--- config.mk ---
export PLATFORM = sky130hd
export DESIGN_NAME = mem_stage
export DESIGN_NICKNAME = d
export VERILOG_FILES = /design/src/rtl/mem_stage.sv
export SDC_FILE = /design/constraint.sdc
export NUM_CORES = 1
export LEC_CHECK = 0
export CAP_MARGIN = 20
export CORE_MARGIN = 2
export CORE_UTILIZATION = 49
export CTS_CLUSTER_SIZE = 10
export DETAILED_ROUTE_END_ITERATION = 8
export HOLD_SLACK_MARGIN = 0.08
export PLACE_DENSITY = 0.85
export SYNTH_ARGS = -nofsm -noshare
export SYNTH_HDL_FRONTEND = slang
export SYNTH_SLANG_ARGS = --single-unit
export TNS_END_PERCENT = 20
--- constraint.sdc ---
create_clock -name clk -period 4.9 [get_ports clk]
set_clock_uncertainty 0.2 [all_clocks]
set_input_delay 0.98 -clock clk [delete_from_list [all_inputs] [get_ports clk]]
set_output_delay 0.98 -clock clk [all_outputs]
set_load 0.1 [all_outputs]
--- src/rtl/mem_stage.sv ---
`default_nettype none
// ============================================================================
// Module   : mem_stage
// Purpose  : Memory-access pipeline stage; ready/valid data bus, load align/extend.
// Revision : 1.0
// ============================================================================
module mem_stage #(
    parameter int WIDTH = 32
) (
    input  logic             clk,
    input  logic             rst_n,
    input  logic             in_valid,
    input  logic [WIDTH-1:0] alu_result,
    input  logic [WIDTH-1:0] store_data,
    input  logic [2:0]       funct3,
    input  logic             memRead,
    input  logic             memWrite,
    input  logic             memToReg_in,
    input  logic             regWrite_in,
    input  logic [4:0]       rd_in,
    output logic             stall_out,
    output logic             dmem_req,
    output logic             dmem_we,
    output logic [WIDTH-1:0] dmem_addr,
    output logic [WIDTH-1:0] dmem_wdata,
    output logic [3:0]       dmem_wstrb,
    input  logic [WIDTH-1:0] dmem_rdata,
    input  logic             dmem_ready,
    output logic             wb_valid,
    output logic [WIDTH-1:0] data_read,
    output logic [WIDTH-1:0] alu_data,
    output logic             memToReg,
    output logic             regWrite,
    output logic [4:0]       rd,
    output logic             mem_fault
);

    typedef enum logic [0:0] {
        IDLE = 1'b0,
        BUSY = 1'b1
    } state_t;

    state_t           r_state;
    logic [2:0]       r_funct3;
    logic [1:0]       r_off;
    logic             r_is_load;
    logic [WIDTH-1:0] r_alu;
    logic             r_m2r;
    logic             r_rw;
    logic [4:0]       r_rd;

    logic [1:0]       w_off;
    logic             w_mem_op;
    logic             w_bad_f3;
    logic             w_misal;
    logic             w_fault;
    logic [3:0]       w_strb;
    logic [WIDTH-1:0] w_wdata;
    logic [WIDTH-1:0] w_lane;
    logic [WIDTH-1:0] w_load;

    assign w_off     = alu_result[1:0];
    assign w_mem_op  = memRead | memWrite;
    assign stall_out = (r_state == BUSY);

    always_comb begin
        w_bad_f3 = 1'b0;
        if (memWrite) begin
            w_bad_f3 = funct3[2] | (funct3[1:0] == 2'b11);
        end else begin
            w_bad_f3 = (funct3 == 3'b011) | (funct3 == 3'b110) | (funct3 == 3'b111);
        end
        w_misal = ((funct3[1:0] == 2'b01) && w_off[0]) ||
                  ((funct3[1:0] == 2'b10) && (w_off != 2'b00));
        w_fault = w_mem_op & ((memRead & memWrite) | w_bad_f3 | w_misal);
    end

    // Store data is replicated across lanes; the strobes select which lanes land.
    always_comb begin
        w_strb  = 4'b0000;
        w_wdata = '0;
        if (memWrite) begin
            case (funct3[1:0])
                2'b00: begin
                    w_strb  = 4'b0001 << w_off;
                    w_wdata = {4{store_data[7:0]}};
                end
                2'b01: begin
                    w_strb  = 4'b0011 << w_off;
                    w_wdata = {2{store_data[15:0]}};
                end
                default: begin
                    w_strb  = 4'b1111;
                    w_wdata = store_data;
                end
            endcase
        end
    end

    assign w_lane = dmem_rdata >> {r_off, 3'b000};

    always_comb begin
        case (r_funct3)
            3'b000:  w_load = {{(WIDTH-8){w_lane[7]}}, w_lane[7:0]};
            3'b001:  w_load = {{(WIDTH-16){w_lane[15]}}, w_lane[15:0]};
            3'b100:  w_load = {{(WIDTH-8){1'b0}}, w_lane[7:0]};
            3'b101:  w_load = {{(WIDTH-16){1'b0}}, w_lane[15:0]};
            default: w_load = w_lane;
        endcase
    end

    always_ff @(posedge clk) begin
        if (!rst_n) begin
            r_state    <= IDLE;
            r_funct3   <= 3'b000;
            r_off      <= 2'b00;
            r_is_load  <= 1'b0;
            r_alu      <= '0;
            r_m2r      <= 1'b0;
            r_rw       <= 1'b0;
            r_rd       <= 5'd0;
            dmem_req   <= 1'b0;
            dmem_we    <= 1'b0;
            dmem_addr  <= '0;
            dmem_wdata <= '0;
            dmem_wstrb <= 4'b0000;
            wb_valid   <= 1'b0;
            data_read  <= '0;
            alu_data   <= '0;
            memToReg   <= 1'b0;
            regWrite   <= 1'b0;
            rd         <= 5'd0;
            mem_fault  <= 1'b0;
        end else begin
            wb_valid  <= 1'b0;
            mem_fault <= 1'b0;
            case (r_state)
                IDLE: begin
                    if (in_valid) begin
                        if (!w_mem_op || w_fault) begin
                            // ALU results and faulting accesses retire without a bus cycle.
                            wb_valid  <= 1'b1;
                            mem_fault <= w_fault;
                            data_read <= '0;
                            alu_data  <= alu_result;
                            memToReg  <= memToReg_in;
                            regWrite  <= regWrite_in & ~w_fault;
                            rd        <= rd_in;
                        end else begin
                            r_state    <= BUSY;
                            dmem_req   <= 1'b1;
                            dmem_we    <= memWrite;
                            dmem_addr  <= {alu_result[WIDTH-1:2], 2'b00};
                            dmem_wdata <= w_wdata;
                            dmem_wstrb <= w_strb;
                            r_funct3   <= funct3;
                            r_off      <= w_off;
                            r_is_load  <= memRead;
                            r_alu      <= alu_result;
                            r_m2r      <= memToReg_in;
                            r_rw       <= regWrite_in;
                            r_rd       <= rd_in;
                        end
                    end
                end
                BUSY: begin
                    if (dmem_ready) begin
                        r_state    <= IDLE;
                        dmem_req   <= 1'b0;
                        dmem_we    <= 1'b0;
                        dmem_addr  <= '0;
                        dmem_wdata <= '0;
                        dmem_wstrb <= 4'b0000;
                        wb_valid   <= 1'b1;
                        data_read  <= r_is_load ? w_load : '0;
                        alu_data   <= r_alu;
                        memToReg   <= r_m2r;
                        regWrite   <= r_rw;
                        rd         <= r_rd;
                    end
                end
                default: r_state <= IDLE;
            endcase
        end
    end

endmodule
`default_nettype wire

==> metrics.md, run 1 <==
| Metric | Value |
|---|---|
| Status | complete, no violations |
| Die height | 128 um |
| Port Buf Inserts | ~250 |
| Filler cells | 1129 |
| Worst min path class | reg -> reg |
| Most common cell in the netlist | dfxtp_1 |
| Arrival @ worst endpoint | around 3.6 ns |
| Post-CTS setup buffer count | 0 |
| P per Cell Area | 363 nW/um2 |
| Starting density of the core | 50.1% |
| Post-synthesis sequential area ratio | between 40 and 50% |
| First-pass GRT wire length | ~36000 um |
| Count of final hold-check violations | 0 |
| Fin. max-slew vios | 0 |
| Final ANT Viol Nets | 0 |
| Gpl congestion | 0.847 |
| Largest net degree at the start of global routing | 80 |
| Critical Path Start | memWrite |
| Post-Synth Adder-Cell Area | 0% |
| Num CTS Buffers | 17 |
| Die ar. | 16500 um2 |
| CTS Sinks | about 190 |
| Yosys warns | 0 |
| Leak Pwr | slightly below 4 nW |
| F_max | roughly 280 MHz |
| Post-cts resize count | 0 |
| Final net count | ~1100 |
| # DRC | 0 |
| Met2 usage | between 40% and 50% |
| Post-DP HPWL | between 15000 and 20000 um |
| Vias in the first global route | 6542 |
| WL/cell | roughly 19 um |
| Initial antenna violation count | 0 |
| Grt met1 use | 35.2% |
| Post-synthesis async set-or-reset flop share | 0% |
| Buf/Inv on CP | 2 |
| Initial DRT Pass Iterations | 5 |
| Syn Area/Cell | 9.81 um2 |
| Slowest cell on crit path | a21oi_4 |
| Reg2reg setup slack | 1.80 ns |
| Worst path top cell family by delay | compound AO/OA/AOI/OAI gates |
| Met3 usage | 6.86% |
| Simple-Gate Fraction of Synth Area | between 7 and 8% |
| N_diodes | 0 |
| Mux contribution to synthesized area | 13.3% |
| Critical path, cell by cell | clkdlybuf4s50_1 -> o21ai_0 -> and4_2 -> a21oi_4 -> buf_4 -> o2bb2ai_1 |
| VDD IR max | 262 uV |
| Startpoint of the worst hold path | data_read[7]$_SDFFE_PN0P_ |
| GR Overflow Total | 0 |
| CTS tree | done |
| CTS Buffer Depth | 2 |
| Yosys top cell area share | 48.8% |
| Storage cell area | 3700 um2 |
| Slew headroom | a little under a third |
| Leading post-synthesis cells by instance count | 185 x dfxtp_1, 100 x a21oi_1, 91 x o21ai_0, 82 x mux2i_1, 45 x a22o_1 |
| Post-CTS Hold Fix Bufs | 0 |
| Worst-Margin Slew | between 1 and 1.5 ns |
| Layout area overhead | 42.3% |
| Area of the mapped netlist | 7590 um2 |
| Crit Path Class | in -> reg |
| Clk_lat worst skew | approximately 0.43 ns |
| Row cnt | 45 |
| Clk root buf | clkbuf_16 |
| Syn Inst Count | 773 |
| Setup-failing EPs final | 0 |
| Largest family of logic cells by synthesized area | compound AO/OA/AOI/OAI gates |
| H-Tree Depth | 4 |
| Post-synthesis cell type count | 43 |
| Vias/cell | roughly 5.8 |
| Worst R2R Start | stall_out$_SDFF_PN0_ |
| Clock transition at path regs | 0.06 ns |
| XOR/XNOR share of the synthesized area | 0% |
| Busiest grt layer | met2 |
| Startpoint types | input port |
| Crit path time final | between 3 and 4 ns |
| DR iter-0 viols | about 460 |
| Fin Setup TNS | 0 ns |
| Ratio of cells with drive above 1 in the final layout | 7.92% |
| Crit Path Max Fanout | 31 |
| Largest area contributor in the synthesized netlist | dfxtp_1 |
| DRT Wirelength | 22900 um |
| Routed vias | approximately 7000 |
| RSZ-0062 raised after global routing | false |
| Post-synth top flop | dfxtp_1 |
| Number of synthesized flops with an enable pin | 0 |
| Max-Cap Viols | 0 |
| Tot GR Track Use | 27.1% |
| CP max stage delay | 0.78 ns |
| IO Pins | 256 |
| PnR worst setup slack | between 1 and 1.5 ns |
| Multi-input logic area | 3570 um2 |
| Crit share post-route | 71.6% |
| Area contributors post-synth | dfxtp_1 49%, mux2i_1 11%, a21oi_1 6.6% |
| CP required | 5.03 ns |
| Synth Register Bits | 185 |
| Die Wd | 128 um |
| Post-synthesis compound-gate area fraction | between 20% and 30% |
| Setup WS pre-CTS | a little over 1 ns |
| CP endpoint kind | register |
| Core area | ~15000 um2 |
## layout by cell type, fill, tap and decap left out, drive strengths merged, types with 3 or more instances in the layout
cell / netlist / final
dfxtp: 185 / 185
o21ai: 91 / 91
clkinvlp: 0 / 3
mux2: 13 / 13
nand2b: 3 / 3
inv: 1 / 4
nand4: 3 / 3
a221o: 15 / 15
nor2b: 7 / 7
bufinv: 0 / 3
mux2i: 82 / 82
nand3: 42 / 42
clkdlybuf4s50: 0 / 252
nand2: 30 / 30
clkbuf: 43 / 20
o2bb2ai: 36 / 36
nor2: 15 / 15
a22o: 45 / 45
buf: 35 / 18
a21oi: 102 / 102
clkinv: 0 / 3
## final timing paths
kind	endpoint	cells after the start
setup / recovery	dmem_wdata[15]$_SDFFE_PN0P_	6
hold / removal	data_read[7]$_SDFFE_PN0P_	1
hold reg to reg	data_read[7]$_SDFFE_PN0P_	1
setup reg to reg	dmem_wdata[15]$_SDFFE_PN0P_	5
## cells by family after synthesis
logic type	count (synthesis)
AO/OA/AOI/OAI	299
flip-flops	185
AND/OR/NAND/NOR	112
multiplexers	97
buffers and inverters	79
other	1
## per-layer routing
metal	wire length, um	up-vias
met4	554	0
met2	11000	270
met1	9640	3314
li1	-	3292
met3	1720	39
met5	0	-
## metrics by stage
step	util (%)	area (um2)	hold WS, ns	total power, mW	instances
floorplan	-	7590	0.248	2.23	774
global placement	67.1	10200	0.233	2.49	1154
detailed placement	67.1	10200	0.244	2.50	1154
CTS	71.3	10800	0.259	3.93	1186
global route	71.3	10800	0.280	4.05	1186
finish	71.3	10800	0.254	3.92	1186
## state kept, by name (all words and copies together) (netlist names), 3 cells and up
| register | count |
|---|---|
| r_rd | 5 |
| dmem_wstrb | 4 |
| dmem_wdata | 32 |
| rd | 5 |
| r_funct3 | 3 |
| data_read | 32 |
| dmem_addr | 30 |
| r_alu | 31 |
| alu_data | 32 |
## where the power goes
part | internal, mW | switching, mW | leakage (nW) | total (mW)
sequential | 1.57 | 0.0365 | 1.51 | 1.60
combinational | 0.258 | 0.613 | 2.08 | 0.871
clock | 0.850 | 0.596 | 0.300 | 1.45
## area by class of cell
cell class	count	share of cell area [%]
sequential	185	34.3
multi-input combinational	510	33.0
timing repair buffer	270	24.6
clock buffer	20	4.32
tap	188	2.18
clock inverter	12	1.50
inverter	1	0.0348
No activity file was read; power rests on OpenSTA's default activity.
==> run 2: changes to the inputs <==
--- a/config.mk
+++ b/config.mk
@@ -7,11 +7,11 @@
 export LEC_CHECK = 0
 export CAP_MARGIN = 20
 export CORE_MARGIN = 2
-export CORE_UTILIZATION = 49
+export CORE_UTILIZATION = 46
 export CTS_CLUSTER_SIZE = 10
 export DETAILED_ROUTE_END_ITERATION = 8
 export HOLD_SLACK_MARGIN = 0.08
-export PLACE_DENSITY = 0.85
+export PLACE_DENSITY = 0.81
 export SYNTH_ARGS = -nofsm -noshare
 export SYNTH_HDL_FRONTEND = slang
 export SYNTH_SLANG_ARGS = --single-unit
==> constraint.sdc (replaced) <==
create_clock -name clk -period 3.5 [get_ports clk]
set_clock_uncertainty 0.2 [all_clocks]
set_input_delay 0.7 -clock clk [delete_from_list [all_inputs] [get_ports clk]]
set_output_delay 0.7 -clock clk [all_outputs]
set_load 0.1 [all_outputs]
==> metrics.md, run 2 (synthesis results as in run 1) <==
| Metric | Value |
|---|---|
| Setup-failing EPs final | 0 (unchanged) |
| Row cnt | 46 (+2.2%) |
| H-Tree Depth | 4 (unchanged) |
| Worst min path class | reg -> reg |
| Die height | 132 um (+3.1%) |
| Layout area overhead | 38.8% |
| CP endpoint kind | register |
| Starting density of the core | 47.4% (-2.7 points) |
| R2R cell count | 5 (unchanged) |
| Die ar. | 17500 um2 (+6.3%) |
| Crit share post-route | between 80 and 90% |
| Critical Path Start | funct3[2] |
| F_max | 341 MHz |
| GR Overflow Total | 0 (unchanged) |
| Startpoint of the worst hold path | dmem_wdata[16]$_SDFFE_PN0P_ |
| Psw | 1.81 mW (+46%) |
| N_diodes | 0 (unchanged) |
| Largest regs | alu_data: 32 flops, data_read: 32 flops, dmem_wdata: 32 flops |
| Worst-Margin Slew | 0.768 ns (-0.278 ns) |
| Slew headroom | 48.6% (+18 points) |
| Routed vias | 6886 (-0.42%) |
| Fin Setup TNS | 0 ns (unchanged) |
| CTS tree | done |
| Ratio of cells with drive above 1 in the final layout | 22.9% (+15 points) |
| Worst path top cell family by delay | buffers and inverters |
| Most frequent cells in the layout | 184 x dfxtp_1, 167 x buf_4, 110 x clkdlybuf4s50_1 |
| Max-Cap Viols | 0 (unchanged) |
| Final ANT Viol Nets | 0 (unchanged) |
| CP max stage delay | 0.51 ns (-0.27 ns) |
| DRT Wirelength | 22700 um (-0.98%) |
| Leak Pwr | 4.18 nW (+7.6%) |
| Storage cell area | 3700 um2 (unchanged) |
| Status | complete, no violations |
| Setup WS pre-CTS | 0.129 ns (-0.883 ns) |
| Switching Share | 33.8% (+2.1 points) |
| Power share of the sequential group | 41.9% (+1.0 points) |
| Gpl congestion | 0.841 (-0.77%) |
| CTS Buffer Depth | 2 (unchanged) |
| Multi-input logic area | 3570 um2 (unchanged) |
| Most common cell after layout, fill and taps aside | dfxtp_1 |
| Hold Path Cell Cnt | 1 (unchanged) |
| Vias in the first global route | 6569 (+0.41%) |
| Reg2reg setup slack | 0.96 ns (-0.84 ns) |
| Clk pwr share | 35.7% (-1.2 points) |
| Post-CTS setup buffer count | 0 (unchanged) |
| RSZ-0062 raised after global routing | false |
| CP required | 3.62 ns (-1.41 ns) |
| Clk_lat worst skew | 0.43 ns (about the same) |
| DR iter-0 viols | 413 (-10%) |
| P_int | 3.55 mW (+33%) |
| # DRC | 0 (unchanged) |
| Clock transition at path regs | 0.07 ns (about the same) |
| CTS Sinks | 185 (unchanged) |
| Initial DRT Pass Iterations | 4 (-1) |
| PnR worst setup slack | 0.565 ns (-0.826 ns) |
| Final net count | 1107 (+0.91%) |
| Fin. max-slew vios | 0 (unchanged) |
| Die Wd | 132 um (+3.1%) |
| Num CTS Buffers | 17 (unchanged) |
| Count of final hold-check violations | 0 (unchanged) |
| VDD IR max | 401 uV (+53%) |
| Post-DP HPWL | 15500 um (+0.49%) |
| Worst R2R Start | stall_out$_SDFF_PN0_ |
| Buf/Inv on CP | 3 (+1) |
| Critical path, cell by cell | clkdlybuf4s50_1 -> o21ai_0 -> and4_2 -> buf_4 -> a21boi_0 -> buf_4 -> mux2i_1 |
| Slowest cell on crit path | o21ai_0 |
| P per Cell Area | 509 nW/um2 (+40%) |
| Clk root buf | clkbuf_16 |
| Post-CTS Hold Fix Bufs | 0 (unchanged) |
| Hold endpoint | dmem_wdata[16]$_SDFFE_PN0P_ |
| Crit Path Max Fanout | 45 (+45%) |
| Tot GR Track Use | 25.4% (-1.8 points) |
| Crit Path Class | in -> reg |
| Filler cells | 1366 (+21%) |
| Most common cell on crit path | buf_4 |
| Arrival @ worst endpoint | 3.06 ns (-0.58 ns) |
| Gate power share | 22.4% (+0.2 points) |
| Startpoint types | input port |
| WL/cell | 18.5 um (-4.1%) |
| Largest net degree at the start of global routing | 72 (-10%) |
| Post-cts resize count | 0 (unchanged) |
| Crit path time final | 2.94 ns |
| First-pass GRT wire length | 35900 um (+0.43%) |
| Initial antenna violation count | 0 (unchanged) |
| Vias/cell | 5.63 (-3.5%) |
| Port Buf Inserts | 253 (unchanged) |
| Reg-to-reg endpoint | data_read[28]$_SDFFE_PN0P_ |
| Core area | 16000 um2 (+5.6%) |
| IO Pins | 256 (unchanged) |
-- run 2: per-stage QoR --
step           hold WS (ns)  instances  area (um2)  util [%]  power, mW
6_report              0.264       1224       10500      65.8       5.36
5_1_grt               0.281       1224       10500      65.8       5.54
4_1_cts               0.267       1224       10500      65.8       5.39
3_5_place_dp          0.248       1192        9950      62.2       3.49
3_3_place_gp          0.237       1192        9950      62.2       3.48
2_1_floorplan         0.248        774        7590         -       3.12
-- run 2: worst max-delay path by stage --
stage	endpoint	slack (ns)	depth (start not counted)
floorplan	data_read[24]$_SDFFE_PN0P_	0.82	5
global placement	dmem_wdata[8]$_SDFFE_PN0P_	0.19	7
detailed placement	dmem_wdata[11]$_SDFFE_PN0P_	0.13	7
CTS	dmem_wdata[11]$_SDFFE_PN0P_	0.59	7
global route	dmem_wdata[11]$_SDFFE_PN0P_	0.40	7
finish	dmem_wdata[11]$_SDFFE_PN0P_	0.56	7
-- run 2: routing by layer --
| metal | track usage, % | up-vias | part of all wire, % |
|---|---|---|---|
| met2 | 40.8 | 229 | 48 |
| met5 | 0 | - | 0 |
| met4 | 8.36 | 0 | 1.7 |
| li1 | - | 3327 | - |
| met1 | 33.1 | 3298 | 44 |
| met3 | 6.90 | 32 | 6.5 |
-- run 2: power by group through the flow --
stage               clock network (mW)  registers (mW)  logic (mW)
detailed placement                   0            2.29        1.20
CTS                               1.94            2.25        1.20
finish                            1.91            2.25        1.20
global placement                     0            2.29        1.19
floorplan                            0            2.79       0.329
global route                      2.02            2.26        1.26
-- run 2: final cells by class --
cell class / instances / area share (%)
Timing Repair Buffer: 280 / 22.8
Sequential cell: 185 / 35.2
Clock inverter: 15 / 1.50
Clock buffer: 17 / 4.04
Inverter: 1 / 0.0357
Tap cell: 216 / 2.57
Multi-Input combinational cell: 510 / 33.9
